$ cat config.mk
export PLATFORM = sky130hd
export DESIGN_NAME = seg_scan_ctrl_flat
export DESIGN_NICKNAME = d
export VERILOG_FILES = /design/src/rtl/seg_scan_ctrl_if.sv /design/src/rtl/seg_scan_ctrl.sv /design/src/flat_wrapper.sv
export SDC_FILE = /design/constraint.sdc
export NUM_CORES = 1
export LEC_CHECK = 0
export CAP_MARGIN = 15
export CORE_MARGIN = 4
export CORE_UTILIZATION = 60
export DETAILED_ROUTE_END_ITERATION = 10
export PLACE_DENSITY = 0.84
export SYNTH_ARGS = -nofsm -noshare
export SYNTH_HDL_FRONTEND = slang
export SYNTH_SLANG_ARGS = --single-unit
$ cat constraint.sdc
create_clock -name clk -period 5.2 [get_ports clk]
set_input_delay 1.3 -clock clk [delete_from_list [all_inputs] [get_ports clk]]
set_output_delay 1.3 -clock clk [all_outputs]
set_load 0.005 [all_outputs]
$ cat src/rtl/seg_scan_ctrl_if.sv
// Host/display bundle for seg_scan_ctrl: scan control and buffer writes in,
// registered select/value/strobes out.
interface seg_scan_ctrl_if;
  logic       hold;
  logic       wr_en;
  logic [2:0] wr_addr;
  logic [3:0] wr_data;
  logic [2:0] digit_sel;
  logic [3:0] digit_val;
  logic       digit_on;
  logic       scan_tick;
  logic       frame_done;

  modport master (
    output hold, wr_en, wr_addr, wr_data,
    input  digit_sel, digit_val, digit_on, scan_tick, frame_done
  );

  modport slave (
    input  hold, wr_en, wr_addr, wr_data,
    output digit_sel, digit_val, digit_on, scan_tick, frame_done
  );
endinterface

$ cat src/rtl/seg_scan_ctrl.sv
// Time-multiplexed 7-segment scan driver with a small digit buffer.
// Optional LEAD_ZERO_BLANK_EN blanks leading zero digits above index 0.
module seg_scan_ctrl #(
  parameter int unsigned N_DIGITS = 4,
  parameter int unsigned DIV      = 50000,
  parameter int unsigned CNT_W    = 16
) (
  input  logic           clk,
  input  logic           rst_n,
  seg_scan_ctrl_if.slave bus
);

  logic [CNT_W-1:0] cnt_q, cnt_d;
  logic [2:0]       sel_q, sel_d;
  logic [3:0]       val_q, val_d;
  logic             on_q, on_d;
  logic             tick_q, tick_d;
  logic             frame_q, frame_d;
  logic [3:0]       buf_q [N_DIGITS];
  logic [3:0]       buf_d [N_DIGITS];
  logic             adv;

  always_comb begin
    adv     = !bus.hold && (cnt_q == CNT_W'(DIV - 1));
    cnt_d   = cnt_q;
    sel_d   = sel_q;
    tick_d  = adv;
    frame_d = adv && (sel_q == 3'(N_DIGITS - 1));
    if (!bus.hold) begin
      cnt_d = adv ? '0 : cnt_q + CNT_W'(1);
    end
    if (adv) begin
      sel_d = (sel_q == 3'(N_DIGITS - 1)) ? 3'd0 : sel_q + 3'd1;
    end

    // Out-of-range addresses match no entry, so they are dropped here.
    for (int unsigned i = 0; i < N_DIGITS; i++) begin
      buf_d[i] = buf_q[i];
      if (bus.wr_en && (bus.wr_addr == 3'(i))) begin
        buf_d[i] = bus.wr_data;
      end
    end

    // Reading the post-write buffer gives the write bypass for free.
    val_d = '0;
    for (int unsigned i = 0; i < N_DIGITS; i++) begin
      if (sel_d == 3'(i)) begin
        val_d = buf_d[i];
      end
    end

`ifdef LEAD_ZERO_BLANK_EN
    on_d = (sel_d == 3'd0);
    for (int unsigned i = 0; i < N_DIGITS; i++) begin
      if ((3'(i) >= sel_d) && (buf_d[i] != 4'd0)) begin
        on_d = 1'b1;
      end
    end
`else
    on_d = 1'b1;
`endif
  end

  always_ff @(posedge clk or negedge rst_n) begin
    if (!rst_n) begin
      cnt_q   <= '0;
      sel_q   <= '0;
      val_q   <= '0;
      on_q    <= 1'b0;
      tick_q  <= 1'b0;
      frame_q <= 1'b0;
      for (int unsigned i = 0; i < N_DIGITS; i++) begin
        buf_q[i] <= '0;
      end
    end else begin
      cnt_q   <= cnt_d;
      sel_q   <= sel_d;
      val_q   <= val_d;
      on_q    <= on_d;
      tick_q  <= tick_d;
      frame_q <= frame_d;
      for (int unsigned i = 0; i < N_DIGITS; i++) begin
        buf_q[i] <= buf_d[i];
      end
    end
  end

  assign bus.digit_sel  = sel_q;
  assign bus.digit_val  = val_q;
  assign bus.digit_on   = on_q;
  assign bus.scan_tick  = tick_q;
  assign bus.frame_done = frame_q;

endmodule

$ cat src/flat_wrapper.sv
// flat-port wrapper written by rule: the top's interface ports become plain ports
module seg_scan_ctrl_flat 
#(
  parameter int unsigned N_DIGITS = 4,
  parameter int unsigned DIV      = 50000,
  parameter int unsigned CNT_W    = 16
)
  (clk, rst_n, bus_hold, bus_wr_en, bus_wr_addr, bus_wr_data, bus_digit_sel, bus_digit_val, bus_digit_on, bus_scan_tick, bus_frame_done);
  seg_scan_ctrl_if bus_i ();
  input  logic clk;
  input  logic rst_n;
  input wire logic [$bits(bus_i.hold)-1:0] bus_hold;
  input wire logic [$bits(bus_i.wr_en)-1:0] bus_wr_en;
  input wire logic [$bits(bus_i.wr_addr)-1:0] bus_wr_addr;
  input wire logic [$bits(bus_i.wr_data)-1:0] bus_wr_data;
  output wire logic [$bits(bus_i.digit_sel)-1:0] bus_digit_sel;
  output wire logic [$bits(bus_i.digit_val)-1:0] bus_digit_val;
  output wire logic [$bits(bus_i.digit_on)-1:0] bus_digit_on;
  output wire logic [$bits(bus_i.scan_tick)-1:0] bus_scan_tick;
  output wire logic [$bits(bus_i.frame_done)-1:0] bus_frame_done;
  assign bus_i.hold = bus_hold;
  assign bus_i.wr_en = bus_wr_en;
  assign bus_i.wr_addr = bus_wr_addr;
  assign bus_i.wr_data = bus_wr_data;
  assign bus_digit_sel = bus_i.digit_sel;
  assign bus_digit_val = bus_i.digit_val;
  assign bus_digit_on = bus_i.digit_on;
  assign bus_scan_tick = bus_i.scan_tick;
  assign bus_frame_done = bus_i.frame_done;
  seg_scan_ctrl #(.N_DIGITS(N_DIGITS), .DIV(DIV), .CNT_W(CNT_W)) u_core (.clk(clk), .rst_n(rst_n), .bus(bus_i));
endmodule
==> impl_metrics.yaml <==
clocking:
  numCtsBuffers: 5
  clockRootBuffer: "clkbuf_4"
  hold_buffers: 0
  cts_resized: 0
  insertion_delay_ns: 0.36
  clock_path_buffers: 2
  cts.sinks: 42
  h-tree-depth: 2
  cts_tree: "done"
  clk_pin_slew_ns: 0.14
  cts_setup_buffers: 0
setup_path:
  crit_chain: "clkdlybuf4s50_1 > nand4b_1 > nor4_4 > mux2i_2 > clkinv_2 > nand2_1 > o221ai_1 > a31o_1"
  critical_path.reg2reg.endpoint: "u_core.bus.digit_val[1]"
  cp_max_fo: 10
  cpPeakStageDelay_ns: 0.62
  critPathRequiredTime_ns: 5.45
  r2r-start: "u_core.cnt_q[10]"
  cp_data_arrival_time_ns: 3.96
  crit_path_end_kind: "flip-flop"
  rr_worst_depth: 7
  critPathLaunchType: "primary input"
  crit_buf_inv: 2
  r2r_slack_ns: 2.33
  crit_type: "in2reg"
  crit_family: "simple AND/OR/NAND/NOR gates"
  cp_slowest_cell: "mux2i_2"
grt:
  grt_pass1_vias: 1550
  grt_pass1_wl_um: 7090
  overflow: 0
  grt_use_total_pct: 21.8
  grt_max_degree: 43
  antenna_found_initial: 0
timing:
  relSlewSlack_pct: 38.8
  setup_ws_ns: 1.48
  fin_tns_setup_ns: 0
  hold_viol: 0
  min_period_ns: 3.72
  max_freq_mhz: 269
  skew_ns: 0.0225
  maxSlewViolCount: 0
  min_period_over_period_pct: 71.4
  rsz0062_at_grt: "false"
  finalSetupViolations: 0
  worst_pin_slew_ns: 0.918
job:
  cap_violations: 0
detailed_routing:
  drt-pass1-iter-count: 6
  routedWlPerCell_um: 15.9
  drc_errors: 0
  wl_um: 4110
  vias: 1478
  via_per_inst: 5.71
  drtIter0Drc: 84
  postRouteAntennaNets: 0
hold_path:
  hold_start: "u_core.cnt_q[7]"
  min_path_cells: 1
  hold_class: "reg2reg"
  holdPathEnd: "u_core.cnt_q[7]"
synthesis:
  syn_inst: 188
  synth_area_leader_cell: "dfrtp_1"
  netlist.area_leader.share_pct: 50.2
  yosysWarningCount: 0
  ys_seq_elements: 42
  synth_area_mm2: 0.00209
  ys_seq_area_share_pct: 50.2
  synth_edf_count: 0
  synth_flop_cell: "dfrtp_1"
  avgSynthCellArea_um2: 11.1
  async_reset_ff_share_pct: 100
  ys_types: 40
  synth_area_leaders: "dfrtp_1 50%, mux2_2 5.9%, mux2i_1 4.3%, xor2_1 3.8%, nor2_1 3.2%"
  syn-num-nets: 201
die:
  rows: 21
  coreArea_mm2: 0.00336
  fp.dieW_um: 67.1
  die-area_mm2: 0.00450
  chipHeight_um: 67.1
  io_pins: 21
  floorplan.initialDensity_pct: 62.2
placement:
  place_ws_ns: 1.11
  port-buffer-count: 20
  dp_hpwl_um: 3020
  gp_congestion: 0.819
final_layout:
  syn_to_final_growth_pct: 15.3
  finalNetCount: 225
  drive_gt1_share_pct: 15.0
  antenna_cells: 0
  final_core_utilization_pct: 71.7
power:
  finalPower_mw: 0.720
  power.density_mw_per_mm2: 299
  vdd_drop_max_mv: 0.277
  p_leak_nw: 1.13
outcome:
  status: "completed"
[cell usage after synthesis (3+ instances only)]
library cell and count:
a21oi_1 4, a221o_1 4, a31o_1 4, and3_1 3, clkbuf_1 3, dfrtp_1 42, inv_1 11, mux2_2 11
mux2i_1 9, nand2_1 13, nand2b_1 3, nand3_1 11, nand4b_1 4, nor2_1 18, o221ai_1 3, o22ai_1 4
xnor2_1 5, xor2_1 9
[metrics by stage]
stage | hold slack [ns] | std cells | cell area (µm²)
final | 0.510 | 259 | 2410
after global routing | 0.526 | 259 | 2410
after CTS | 0.503 | 259 | 2410
after detailed placement | 0.478 | 251 | 2330
after global placement | 0.467 | 251 | 2330
after floorplan | 0.446 | 188 | 2090
[metal layers]
metal	share of wire, %	routed length [µm]	track usage (%)	up-vias
met2	53	2160	37.4	35
met5	0	0	0	-
met1	40	1650	25.0	719
met4	2.6	106	10.1	0
met3	4.5	183	5.90	10
li1	-	-	-	714
[registers in the layout (all words and copies together) (netlist names)]
| signal | flops |
|---|---|
| u_core.bus.digit_val | 4 |
| u_core.bus.digit_on | 1 |
| u_core.bus.digit_sel | 3 |
| u_core.bus.frame_done | 1 |
| u_core.cnt_q | 16 |
| u_core.bus.scan_tick | 1 |
| u_core.buf_q | 16 |
[kinds of logic after synthesis]
logic type                 after synthesis  share of synthesized area, %
and+or+nand+nor                         69                          19.8
DFF                                     42                          50.2
AOI/OAI and AO/OA                       22                          7.95
muxes                                   21                          10.9
buffers and inverters                   16                          3.11
xor gates and xnor gates                15                          6.64
adders and majority gates                2                          1.20
other                                    1                         0.179
[power by group]
| group | leakage, nW | switching [mW] | internal, mW | total, mW |
|---|---|---|---|---|
| sequential | 0.538 | 0.0356 | 0.373 | 0.409 |
| clock | 0.0450 | 0.107 | 0.0997 | 0.207 |
| combinational | 0.550 | 0.0522 | 0.0527 | 0.105 |
| total | 1.13 | 0.195 | 0.525 | 0.720 |
[area by class of cell]
cell class                 instances  area (µm²)
fill                             282         952
tap                               46        57.6
inverter                          12        46.3
timing repair buffer              21         203
multi-input combinational        130         976
clock buffer                       5        37.5
clock inverter                     3        40.0
sequential                        42        1050
[how the worst max path moves through the flow]
stage / startpoint / to / slack (ns) / cells past startpoint
after floorplan: bus_hold / u_core.bus.digit_val[3] / 1.94 / 7
after global placement: bus_hold / u_core.bus.digit_val[3] / 1.27 / 8
after detailed placement: bus_hold / u_core.bus.digit_val[1] / 1.11 / 8
after CTS: bus_hold / u_core.bus.digit_val[1] / 1.52 / 8
after global routing: bus_hold / u_core.bus.digit_val[1] / 1.26 / 8
final: bus_hold / u_core.bus.digit_val[1] / 1.48 / 8
[placed cells by master, fill, tap and decap left out, types with 5 or more instances in the layout]
cell type	netlist	final
dfrtp_1	42	42
clkdlybuf4s50_1	0	19
nor2_1	18	18
nand2_1	13	13
mux2_2	11	11
inv_1	11	11
nand3_1	11	11
mux2i_1	9	9
xor2_1	9	9
xnor2_1	5	5
clkbuf_4	1	5
Note: power is estimated with default switching activity, not from simulation.
==> variant (config.mk and constraints unchanged) <==
`val_q` no longer has a reset.
--- a/src/rtl/seg_scan_ctrl.sv
+++ b/src/rtl/seg_scan_ctrl.sv
@@ -67,3 +67,2 @@
       sel_q   <= '0;
-      val_q   <= '0;
       on_q    <= 1'b0;
@@ -77,3 +76,2 @@
       sel_q   <= sel_d;
-      val_q   <= val_d;
       on_q    <= on_d;
@@ -85,2 +83,6 @@
     end
+  end
+
+  always_ff @(posedge clk) begin
+    val_q <= val_d;
   end
Behaviour: not the same (Yosys sat finds a counterexample within 4 cycles, from zero or initial values and one cycle with rst_n low).
==> variant against the original RTL <==
- wire length increased by 4.9%
- sequential power about the same
- non-clock buffer count increased by 2
- fmax decreased by 1.6%
- area after synthesis decreased by 0.96%
- worst setup slack got worse by 0.060 ns
- power decreased by 5.1%
- count of clock-buffer cells in the layout increased by 2
- final area decreased by 0.73%
- sequential cell count unchanged
- highest routed layer unchanged
==> variant: results (changes against the original RTL) <==
| Metric | Value |
|---|---|
| Skew final | `0.008546 ns (-0.01392 ns)` |
| DR WL met3 | `198 um (+8.2%)` |
| Final wirelength | `4310 um (+4.9%)` |
| Synth cell count leaders | `dfrtp_1 (38), nor2_1 (18), nand2_1 (13)` |
| Area contributors post-synth | `dfrtp_1 (46%), mux2_2 (6.0%), mux2i_1 (4.3%)` |
| Status | `complete, no violations` |
| Reg2reg setup slack | `2.28 ns (-0.05 ns)` |
| Leakage | `1.110 nW (-2.0%)` |
| Sequential element share of the synthesized area | `49.76% (-0.48 points)` |
| Clock tree cell share of total cell area | `2.509% (-0.71 points)` |
| Largest net degree at the start of global routing | `39 (-9.3%)` |
| DRT iter0 DRCs | `155 (+85%)` |
| Final GP Congestion | `0.8899 (+8.7%)` |
| Placed Cells | `253 (+0.80%)` |
| Worst slew pin tran | `0.6877 ns (-0.2304 ns)` |
| Grt met3 use | `6.239% (+0.34 points)` |
| Post-detail-place hpwl | `3234 um (+6.9%)` |
| CP Capture Point | `u_core.bus.digit_val[3]` |
| DR vias | `1504 (+1.8%)` |
| Worst-path clk slew | `0.12 ns (-0.02 ns)` |
| Async set-reset flop share out of synthesis | `90.48% (-9.5 points)` |
| Layout cell share with drive strength beyond 1 | `14.88% (-0.14 points)` |
| M2 GR Usage | `39.11% (+1.7 points)` |
| Seq/total area | `43.07% (-0.52 points)` |
| Drt first pass iters | `4 (-2)` |
==> variant: cell count changes after synthesis, sizes merged <==
cell | before | now
dfxtp | 0 | 4
dfrtp | 42 | 38
==> variant: per-stage QoR <==
step | worst slack, ns | total power (W) | util (%)
detailed placement | 1.046 | 0.0005225 | 69.93
global placement | 1.257 | 0.0005121 | 69.93
finish | 1.425 | 0.0006837 | 71.73
global route | 1.248 | 0.0007254 | 71.73
floorplan | 1.948 | 0.0004793 | -
CTS | 1.435 | 0.0006890 | 71.73
==> variant: logic make-up (layout without fill, tap and decap cells) <==
family	count (synthesis)	count (layout)	share of synthesized area, %
AOI/OAI and AO/OA	22	22	8.031
xor gates and xnor gates	15	15	6.703
adders and majority gates	2	2	1.208
buffers and inverters	16	43	3.140
DFF	42	42	49.76
muxes	21	21	10.99
other	1	1	0.1810
and+or+nand+nor	69	69	19.99
==> variant: worst max-delay path, delay by kind of cell <==
family          cells  cell delay [ns]
mux                 3             0.96
simple gates        2             0.78
buf+inv             2             0.76
compound gates      1             0.22
